`config.mk`:
```
export PLATFORM = sky130hd
export DESIGN_NAME = pipeline_ctrl
export DESIGN_NICKNAME = d
export VERILOG_FILES = /design/src/rtl/pipeline_ctrl.sv
export SDC_FILE = /design/constraint.sdc
export NUM_CORES = 1
export LEC_CHECK = 0
export BUFFER_PORTS_ARGS = -buffer_cell sky130_fd_sc_hd__buf_2
export CELL_PAD_IN_SITES_DETAIL_PLACEMENT = 1
export CELL_PAD_IN_SITES_GLOBAL_PLACEMENT = 2
export CORE_MARGIN = 3
export CORE_UTILIZATION = 35
export CTS_CLUSTER_SIZE = 28
export DETAILED_ROUTE_END_ITERATION = 16
export GPL_TIMING_DRIVEN = 0
export PLACE_DENSITY_LB_ADDON = 0.1
export REMOVE_ABC_BUFFERS = 1
export SETUP_SLACK_MARGIN = 0.15
export SYNTH_ARGS = -nofsm -noshare
export SYNTH_HDL_FRONTEND = slang
export SYNTH_SLANG_ARGS = --single-unit
export TNS_END_PERCENT = 1
```
`constraint.sdc`:
```
create_clock -name clk -period 5.5 [get_ports clk]
set_clock_uncertainty 0.2 [all_clocks]
set_input_delay 1.375 -clock clk [delete_from_list [all_inputs] [get_ports clk]]
set_output_delay 1.375 -clock clk [all_outputs]
set_load 0.01 [all_outputs]
```
`src/rtl/pipeline_ctrl.sv`:
```
// Hazard and stall controller for a 5-stage in-order pipeline.
// Drives PC/pipeline-register enables and bubble flushes, plus perf counters.
module pipeline_ctrl (
  input  logic        clk,
  input  logic        rst_n,
  input  logic        load_use_hz,
  input  logic        branch_taken_ex,
  input  logic        mem_req_mem,
  input  logic        mem_ready,
  input  logic        halt_req,
  input  logic        resume,
  output logic        pc_we,
  output logic        ifid_we,
  output logic        idex_we,
  output logic        exmem_we,
  output logic        memwb_we,
  output logic        ifid_flush,
  output logic        idex_flush,
  output logic [1:0]  state,
  output logic [15:0] stall_cnt,
  output logic [15:0] flush_cnt
);

  typedef enum logic [1:0] {
    RUN      = 2'b00,
    MEM_WAIT = 2'b01,
    HALT     = 2'b10,
    BAD      = 2'b11
  } state_e;

  state_e      state_q, state_d;
  logic [15:0] stall_q, stall_d;
  logic [15:0] flush_q, flush_d;
  logic        mem_stall;
  logic        stall_inc;

  assign mem_stall = mem_req_mem & ~mem_ready;

  // Next-state and enable/flush decode; freeze is the default.
  always_comb begin
    state_d    = state_q;
    pc_we      = 1'b0;
    ifid_we    = 1'b0;
    idex_we    = 1'b0;
    exmem_we   = 1'b0;
    memwb_we   = 1'b0;
    ifid_flush = 1'b0;
    idex_flush = 1'b0;
    unique case (state_q)
      RUN, MEM_WAIT: begin
        if (state_q == MEM_WAIT && !mem_ready) begin
          state_d = MEM_WAIT;
        end else if (halt_req) begin
          state_d = HALT;
        end else if (mem_stall) begin
          state_d = MEM_WAIT;
        end else begin
          state_d  = RUN;
          idex_we  = 1'b1;
          exmem_we = 1'b1;
          memwb_we = 1'b1;
          if (branch_taken_ex) begin
            pc_we      = 1'b1;
            ifid_we    = 1'b1;
            ifid_flush = 1'b1;
            idex_flush = 1'b1;
          end else if (load_use_hz) begin
            idex_flush = 1'b1;
          end else begin
            pc_we   = 1'b1;
            ifid_we = 1'b1;
          end
        end
      end
      HALT: begin
        if (resume) state_d = RUN;
      end
      default: begin
        state_d = RUN;
      end
    endcase
  end

  // A stall is any non-halted cycle where the PC does not advance.
  assign stall_inc = ~pc_we & (state_q != HALT);

  // Saturating performance counters.
  always_comb begin
    stall_d = stall_q;
    flush_d = flush_q;
    if (stall_inc && stall_q != 16'hFFFF) stall_d = stall_q + 16'd1;
    if (ifid_flush && flush_q != 16'hFFFF) flush_d = flush_q + 16'd1;
  end

  // State and counter registers.
  always_ff @(posedge clk or negedge rst_n) begin
    if (!rst_n) begin
      state_q <= RUN;
      stall_q <= 16'd0;
      flush_q <= 16'd0;
    end else begin
      state_q <= state_d;
      stall_q <= stall_d;
      flush_q <= flush_d;
    end
  end

  assign state     = state_q;
  assign stall_cnt = stall_q;
  assign flush_cnt = flush_q;

endmodule

```
==> reports/summary.md, run 1 <==
The run finished with clean final reports. The number of max-cap violations came out at 0. The post-route fraction of the period consumed by the critical path was 0.694. Sequential-to-total area share from yosys stat: 0.471.

Among cell families on the critical path, the largest total delay comes from buffers and inverters. Relative to the synthesized area, the layout overhead comes to 22.3%. The fraction of power spent switching nets works out to 0.377.

The floorplan step defined a core boundary enclosing 0.00485 mm2. Post-CTS timing repair inserted 0 buffers for setup. For the number of cells in the design after placement, the log shows 277. Once layout is complete, the cells apart from fillers number 284. In this run, post-CTS hold repair placed 0 buffers. The logs give 0.154 for the overall global routing resource usage and 609 uW for the cell-internal power. The first global-routing pass estimated 7450 um of wire. The wire length after detailed routing was 4330 um; the final net count was 227. The highest routed metal layer is met4. The signal on the critical path passes through buf_2 -> o21bai_2 -> nand2_1 -> inv_1 -> buf_2. Summing all flip-flop and latch instances after layout gives 851 um2.

The die extent in x is 77.8 um, and the row count is 25. The number of different library cells in the post-synthesis netlist was 34. The required arrival time at the worst endpoint was 3920 ps; the number of antenna violations at the first check in global routing was 0. Dividing the detail-routed wire length by the instance count gives 15.2 um. The share of flip-flops with an asynchronous set or reset after synthesis was 1.00; the buffer levels on the longest clock path was 2. Summed over all nets, wire length on met3 after detailed routing comes to 274 um. After synthesis the netlist holds a flip-flop and latch count of 34. STA classifies the critical path endpoint as a primary output. After detailed routing, the number of vias per cell comes to 5.16. After legalization and detailed placement, the total HPWL measured 3280 um. The worst setup path is launched from an input pin. TritonCTS built the clock tree. Of all nets on the critical path, the largest fanout is 10.

Via total after detailed routing: 1,465. For this design, the slowest cell found on the critical path is nand2_1. The number of port buffers works out to 48. For this design, the sink count on the clock tree is 34. The critical path buffer and inverter count was 3; the final worst setup slack was 1680 ps. Synthesized instance count: 166.

The max-slew violation count was 0; the net load switching power was 368 uW. The starting density of the core came out at 0.372. Detailed routing placed a total of 1950 um of wire on met2. In this run the remaining antenna-violating nets after routing total 0. Total standard cell area after synthesis: 0.00181 mm2. In this design, the stage delay of the slowest critical-path cell is 320 ps. The logs give 0.235 for the share of power burned in the clock network and 0.754 for the final weighted congestion of routability-driven global placement. For this run, design rule violations remaining after detail routing come to 0.

The die is 77.8 um tall. At the later pin of the worst-skew pair, clock insertion delay measures 280 ps. The mean area per synthesized cell came out at 10.9 um2. The logs give 0.326 for the power share of the combinational group and 0 for the count of yosys warnings during synthesis. Cell type with the highest occurrence count on the critical path: buf_2.

The min-delay analysis places its worst path in the category reg -> reg. In this run, the number of DRC markers left after iteration 0 of detailed routing was 35. In this run the count of I/O pins placed on the die edge is 49. For the data arrival time of the worst path, the log shows 2240 ps. The final critical-path required period was 3820 ps. The cell sitting at the root of the clock tree is a clkbuf_8. The antenna diode count was 0. The logs give 0.493 for the worst slew margin relative to its limit and 977 uW for the power consumption.

The most used flip-flop cell after synthesis is dfrtp_1. At the pin with the least slew margin, the transition time is 760 ps. After filler insertion, the fill cell instance count of the layout stands at 576. The number of gates resized after CTS was 0.

The proportion of layout cells with a drive suffix above 1 was 0.323; the power density normalized to cell area was 442 mW/mm2. Final total negative setup slack: 0 ps. For this design the static power due to leakage is 1.11 nW. The via count of the first global-routing pass is 1,505, and the post-place setup slack is 1690 ps. The tools report the final number of setup-violating endpoints as 0. For the number of buffers created by CTS, the log shows 5. Setup repair after global routing left no endpoint under its margin. In the final layout, the multi-input gates occupy 902 um2.

After detailed routing, the wire length on met1 is 2040 um. Clock-pin slew was measured on the worst setup and hold paths at 60 ps. The number of enable-type register cells in the synthesized netlist came out at 0. The die covers 0.00606 mm2. The total overflow left after global routing is 0. The number of hold violations in the final report was 0; the number of H-tree levels was 2. The share of total power in sequential cells was 0.439. The tools report the first-pass detailed-route iteration total as 4. The largest net degree at the start of global routing was 35; the maximum clock frequency was 262 MHz. Kind of critical path: in -> out. Across the VDD grid, the largest voltage drop is 0.215 mV.
## cell type report
type,count,area share
multi-input combinational,123,0.408
sequential,34,0.385
timing repair buffer,48,0.109
tap,67,0.0380
clock buffer,6,0.0374
clock inverter,1,0.0136
inverter,5,0.00850
## cell usage after synthesis, types with 2 or more instances
library cell / count / share of area
and3_1: 6 / 0.021
and4_1: 2 / 0.0097
buf_4: 3 / 0.012
dfrtp_1: 34 / 0.47
ha_1: 2 / 0.014
inv_1: 5 / 0.010
mux2_4: 2 / 0.017
nand2_1: 16 / 0.033
nand2b_1: 2 / 0.0069
nand3_1: 6 / 0.017
nand4_1: 4 / 0.014
nand4_2: 3 / 0.021
nor2_1: 5 / 0.010
nor2_2: 3 / 0.010
nor3_1: 11 / 0.030
nor3b_1: 4 / 0.017
nor4_1: 11 / 0.038
nor4b_1: 2 / 0.0097
o21ai_0: 2 / 0.0055
xor2_1: 29 / 0.14
## state kept, by name (all words and copies together), names as in the netlist
signal	count
stall_cnt	16
state	2
flush_cnt	16
## worst paths after layout
check | start | depth (start not counted) | to | slack, ps
max | mem_ready | 5 | ifid_flush | 1680
min | flush_cnt[7] | 1 | flush_cnt[7] | 290
max reg2reg | flush_cnt[0] | 5 | flush_cnt[1] | 3290
min reg2reg | flush_cnt[7] | 1 | flush_cnt[7] | 290
max in group asynchronous | rst_n | 1 | stall_cnt[11] | 3650
min in group asynchronous | rst_n | 1 | flush_cnt[5] | 960
## metrics by stage
stage,area (um2),hold slack (ps),util
after detailed placement,2100,285,0.432
after floorplan,1770,315,-
after global placement,2100,265,0.432
after CTS,2210,294,0.455
after global routing,2210,319,0.455
final,2210,293,0.455
## kinds of logic (layout without fill, tap and decap cells)
| logic type | count (synthesis) | in the layout | share of synthesized area |
|---|---|---|---|
| AND/OR/NAND/NOR | 81 | 81 | 0.290 |
| flip-flops | 34 | 34 | 0.471 |
| XOR/XNOR | 29 | 29 | 0.141 |
| buffers and inverters | 9 | 60 | 0.0291 |
| AO/OA/AOI/OAI | 8 | 8 | 0.0326 |
| multiplexers | 3 | 3 | 0.0229 |
| adder cells (fa/ha/maj) | 2 | 2 | 0.0139 |
## layout by cell type (no fill, tap or decap), types with 3 or more instances in the layout
| cell | netlist | layout |
|---|---|---|
| nand4_1 | 4 | 4 |
| and3_1 | 6 | 6 |
| nand3_1 | 6 | 6 |
| dfrtp_1 | 34 | 34 |
| buf_2 | 0 | 48 |
| clkbuf_8 | 0 | 6 |
| nor2_1 | 5 | 5 |
| nor2_2 | 3 | 3 |
| nor3_1 | 11 | 11 |
| inv_1 | 5 | 5 |
| xor2_1 | 29 | 29 |
| nand4_2 | 3 | 3 |
| nor4_1 | 11 | 11 |
| nor3b_1 | 4 | 4 |
| nand2_1 | 16 | 16 |
## worst register-to-register path, stage by stage, from the launching register on
cell	delay [ps]
dfrtp_1	400
ha_1	240
nand4_2	260
nor4b_4	590
nor2_2	100
mux2_4	310
## layer usage
metal,track usage,vias to the layer above
li1,-,701
met1,0.204,717
met2,0.241,40
met3,0.0429,7
met4,0.0534,0
met5,0,-
## power by group through the flow
stage | clock, mW | combinational, mW | sequential [mW]
5_1_grt | 0.249 | 0.356 | 0.445
3_5_place_dp | 0 | 0.321 | 0.435
2_1_floorplan | 0 | 0.167 | 0.444
3_3_place_gp | 0 | 0.315 | 0.424
4_1_cts | 0.240 | 0.323 | 0.430
6_report | 0.230 | 0.318 | 0.429
(Power assumes the default switching activity.)
==> inputs of run 2 (changes only) <==
- ABC_AREA: unset -> 1
- CORE_UTILIZATION: 35 -> 29
- clock period: 5.5 -> 3.53 ns (I/O delays scaled with it)
==> run 2 against run 1 <==
Effect of this change:
- count of clock-buffer cells in the layout up 1
- combinational power up 14%
- first-iteration DRC count down 5.7%
- clock power up 36%
- register-to-register slack worse by 1800 ps
- total power up 25%
- worst hold slack better by 33 ps
- utilization down 9.0 points
- synthesized area up 20%
- global-route usage down 0.56 points
- cell area up 16%
- sequential share of layout area down 5.3 points
- largest cell class unchanged
==> reports/summary.md, run 2 <==
The run gives 2,084 (+42%) as the via total after detailed routing. The final total negative setup slack was 0 ps (unchanged). The final worst setup slack was 798 ps (-884 ps). The required arrival time at the worst endpoint is 2450 ps (-1470 ps), and the share of flip-flops with an asynchronous set or reset after synthesis is 1.00 (unchanged). The largest vdd supply drop came out at 0.202 mV (-5.9%). In the synthesized netlist, the cells that appear most often are nand2_1, dfrtp_1, nor2_1.

The number of port buffers is 48 (unchanged). The total standard cell area after synthesis was 0.00217 mm2 (+20%). The tools report the first-iteration detailed-routing DRC count as 33 (-5.7%). dfrtp_1 takes more of the synthesized area than any other cell. Area of the die: 0.00855 mm2 (+41%). The area of the core was 0.00702 mm2 (+45%).

Leaving out fill and tap cells, the most frequent cells in the layout are nand2_1, buf_2, nor2_1, dfrtp_1, inv_1. The logs give 0 (unchanged) for the max-slew violation count and 1650 ps (-590 ps) for the data arrival time of the worst path. The logic depth of the worst register-to-register path came out at 8 (+3). The worst setup path is captured at a primary output. The die extent in x was 92.5 um (+19%); the instance area after placement was 0.00247 mm2 (+18%). The number of different library cells in the post-synthesis netlist was 24 (-29%). For the share of total power in sequential cells, the log shows 0.449 (+0.010).

The tools report the final number of setup-violating endpoints as 0 (unchanged). The fraction of power spent switching nets was 0.384 (+0.00663); the post-place setup slack was 785 ps (-901 ps). The average detailed-routed wire length per instance was 12.7 um (-17%). The mean area per synthesized cell works out to 6.80 um2 (-38%). For the number of H-tree levels, the log shows 2 (unchanged).

The post-CTS setup buffer count is 0 (unchanged). The top cell type's share of synthesized area works out to 0.392 (-0.0789). The final net count was 377 (+66%). The transition time of the tightest slew-check pin was 829 ps (+68.4 ps); the clock latency of the later-clocked register in the worst-skew pair was 280 ps (about the same). The kind of critical path was in -> out.

The tools report the number of antenna violations at the first check in global routing as 0 (unchanged). The number of hold violations in the final report is 0 (unchanged). The post-route fraction of the period consumed by the critical path works out to 0.774. The final weighted congestion of routability-driven global placement is 0.778 (+3.2%). The tools report the total of cells resized after clock tree synthesis as 0 (unchanged). The starting density of the core is 0.309 (-0.0635), and the final critical-path required period is 2730 ps. The logs give 2,133 (+42%) for the via count of the first global-routing pass and 0 (unchanged) for the antenna diode count. The number of standard cells in the layout, taps in and fillers out came out at 464 (+63%).

The commonest non-fill, non-tap cell in the layout was nand2_1. The row count was 30 (+20%); the number of I/O pins was 49 (unchanged). The clock-pin slew reported for the worst setup and hold paths after clock tree synthesis was 70 ps (about the same); the number of max-cap violations was 0 (unchanged).

Leakage power total: 1.32 nW (+19%). The final instance area is 0.00256 mm2 (+16%). The count of state elements after synthesis works out to 34 (unchanged).

For the number of hold buffers added after CTS, the log shows 0 (unchanged). For the number of buffers created by CTS, the log shows 5 (unchanged). The via-per-instance ratio is 4.49 (-13%). The total overflow reported by the global router is 0 (unchanged), and the cell depth of the worst min-delay path is 1 (unchanged). The synthesized instance count came out at 319 (+92%).

The peak fanout along the critical path came out at 5 (-5). The run gives 35 (unchanged) as the largest net degree at the start of global routing. The flow ran to the end, and the final reports show no timing, DRC or antenna violations. For the power share of the combinational group, the log shows 0.296 (-0.030). Net load switching power: 468 uW (+27%).

The layout-stage area growth over the synthesis result came out at 18.2%. The tools report the type of element launching the critical path as an input pin. The cell sitting at the root of the clock tree is a clkbuf_8. The number of enable-type register cells in the synthesized netlist is 0 (unchanged), and the overall global routing resource usage is 0.148 (-0.00565). The proportion of layout cells with a drive suffix above 1 came out at 0.190 (-0.132).

The number of cells in the design after placement was 456 (+65%); the post-route DRC violation count was 0 (unchanged). The most frequently used cell type in the post-synthesis netlist was nand2_1. TritonCTS built the clock tree. The first-pass detailed-route iteration total was 4 (unchanged). The count of yosys warnings during synthesis came out at 0 (unchanged). The cell-internal power was 753 uW (+24%); the remaining antenna violation count was 0 (unchanged). The worst slew margin relative to its limit came out at 0.448 (-0.0456). The run gives 5880 um (+36%) as the wire length after detailed routing. The share of power burned in the clock network came out at 0.256 (+0.021). The most used flip-flop cell after synthesis is dfrtp_1. The power density normalized to cell area works out to 476 mW/mm2 (+7.7%). The placed wire-length estimate was 4340 um (+32%). The tools report the first-pass GRT wire length as 10,200 um (+36%). The run gives 2 (unchanged) as the buffer levels on the longest clock path. In the post-synthesis netlist, the biggest area contributors are dfrtp_1, nand2_1, nor2_1. The vertical extent of the die came out at 92.5 um (+19%).

Setup repair after global routing left no endpoint under its margin. The path class of the lowest-slack min-delay path was reg -> reg. The logs give 0.392 (-0.0789) for the sequential-to-total area share from yosys stat and 366 MHz for the maximum clock frequency. The number of clock sinks came out at 34 (unchanged).
==> run 2: power by group through the flow <==
stage,logic (mW),registers [mW],clock network [mW]
finish,0.361,0.548,0.312
global placement,0.363,0.557,0
CTS,0.373,0.550,0.330
detailed placement,0.374,0.557,0
global route,0.412,0.564,0.343
floorplan,0.205,0.568,0
==> run 2: area by class of cell <==
class / instances / area, um2
fill: 957 / 4460
multi-input combinational: 253 / 1170
inverter: 25 / 93.8
tap: 96 / 120
sequential: 34 / 851
clock buffer: 7 / 86.3
timing repair buffer: 48 / 240
clock inverter: 1 / 5.00
==> run 2: worst paths after layout <==
kind                              start             to  slack, ps
setup / recovery               halt_req        ifid_we        800
setup reg to reg           stall_cnt[0]   stall_cnt[5]       1480
hold / removal                 state[0]       state[1]        330
hold reg to reg                state[0]       state[1]        330
max in group asynchronous         rst_n   stall_cnt[7]       2110
min in group asynchronous         rst_n  flush_cnt[15]        490
==> run 2: kinds of logic after synthesis <==
family,share of synthesized area
XOR/XNOR,0.0566
flip-flops,0.392
buffers and inverters,0.0698
AND/OR/NAND/NOR,0.442
adder cells (fa/ha/maj),0.0115
AO/OA/AOI/OAI,0.0277
==> run 2: metal layers <==
layer  GRT usage  wire length [um]
met5           0                 0
met4      0.0458                85
met3      0.0341               156
met2       0.263              3000
met1       0.176              2640
==> run 2: through the flow <==
| stage | power (mW) | hold slack (ps) | util |
|---|---|---|---|
| 2_1_floorplan | 0.773 | 336 | - |
| 5_1_grt | 1.32 | 370 | 0.365 |
| 4_1_cts | 1.25 | 339 | 0.365 |
| 6_report | 1.22 | 326 | 0.365 |
| 3_3_place_gp | 0.920 | 312 | 0.352 |
| 3_5_place_dp | 0.931 | 321 | 0.352 |
==> run 2: critical path: stages <==
cell and delay (ps):
buf_2 110, nor2_1 150, nand3_2 160, nor2_1 180, buf_2 160
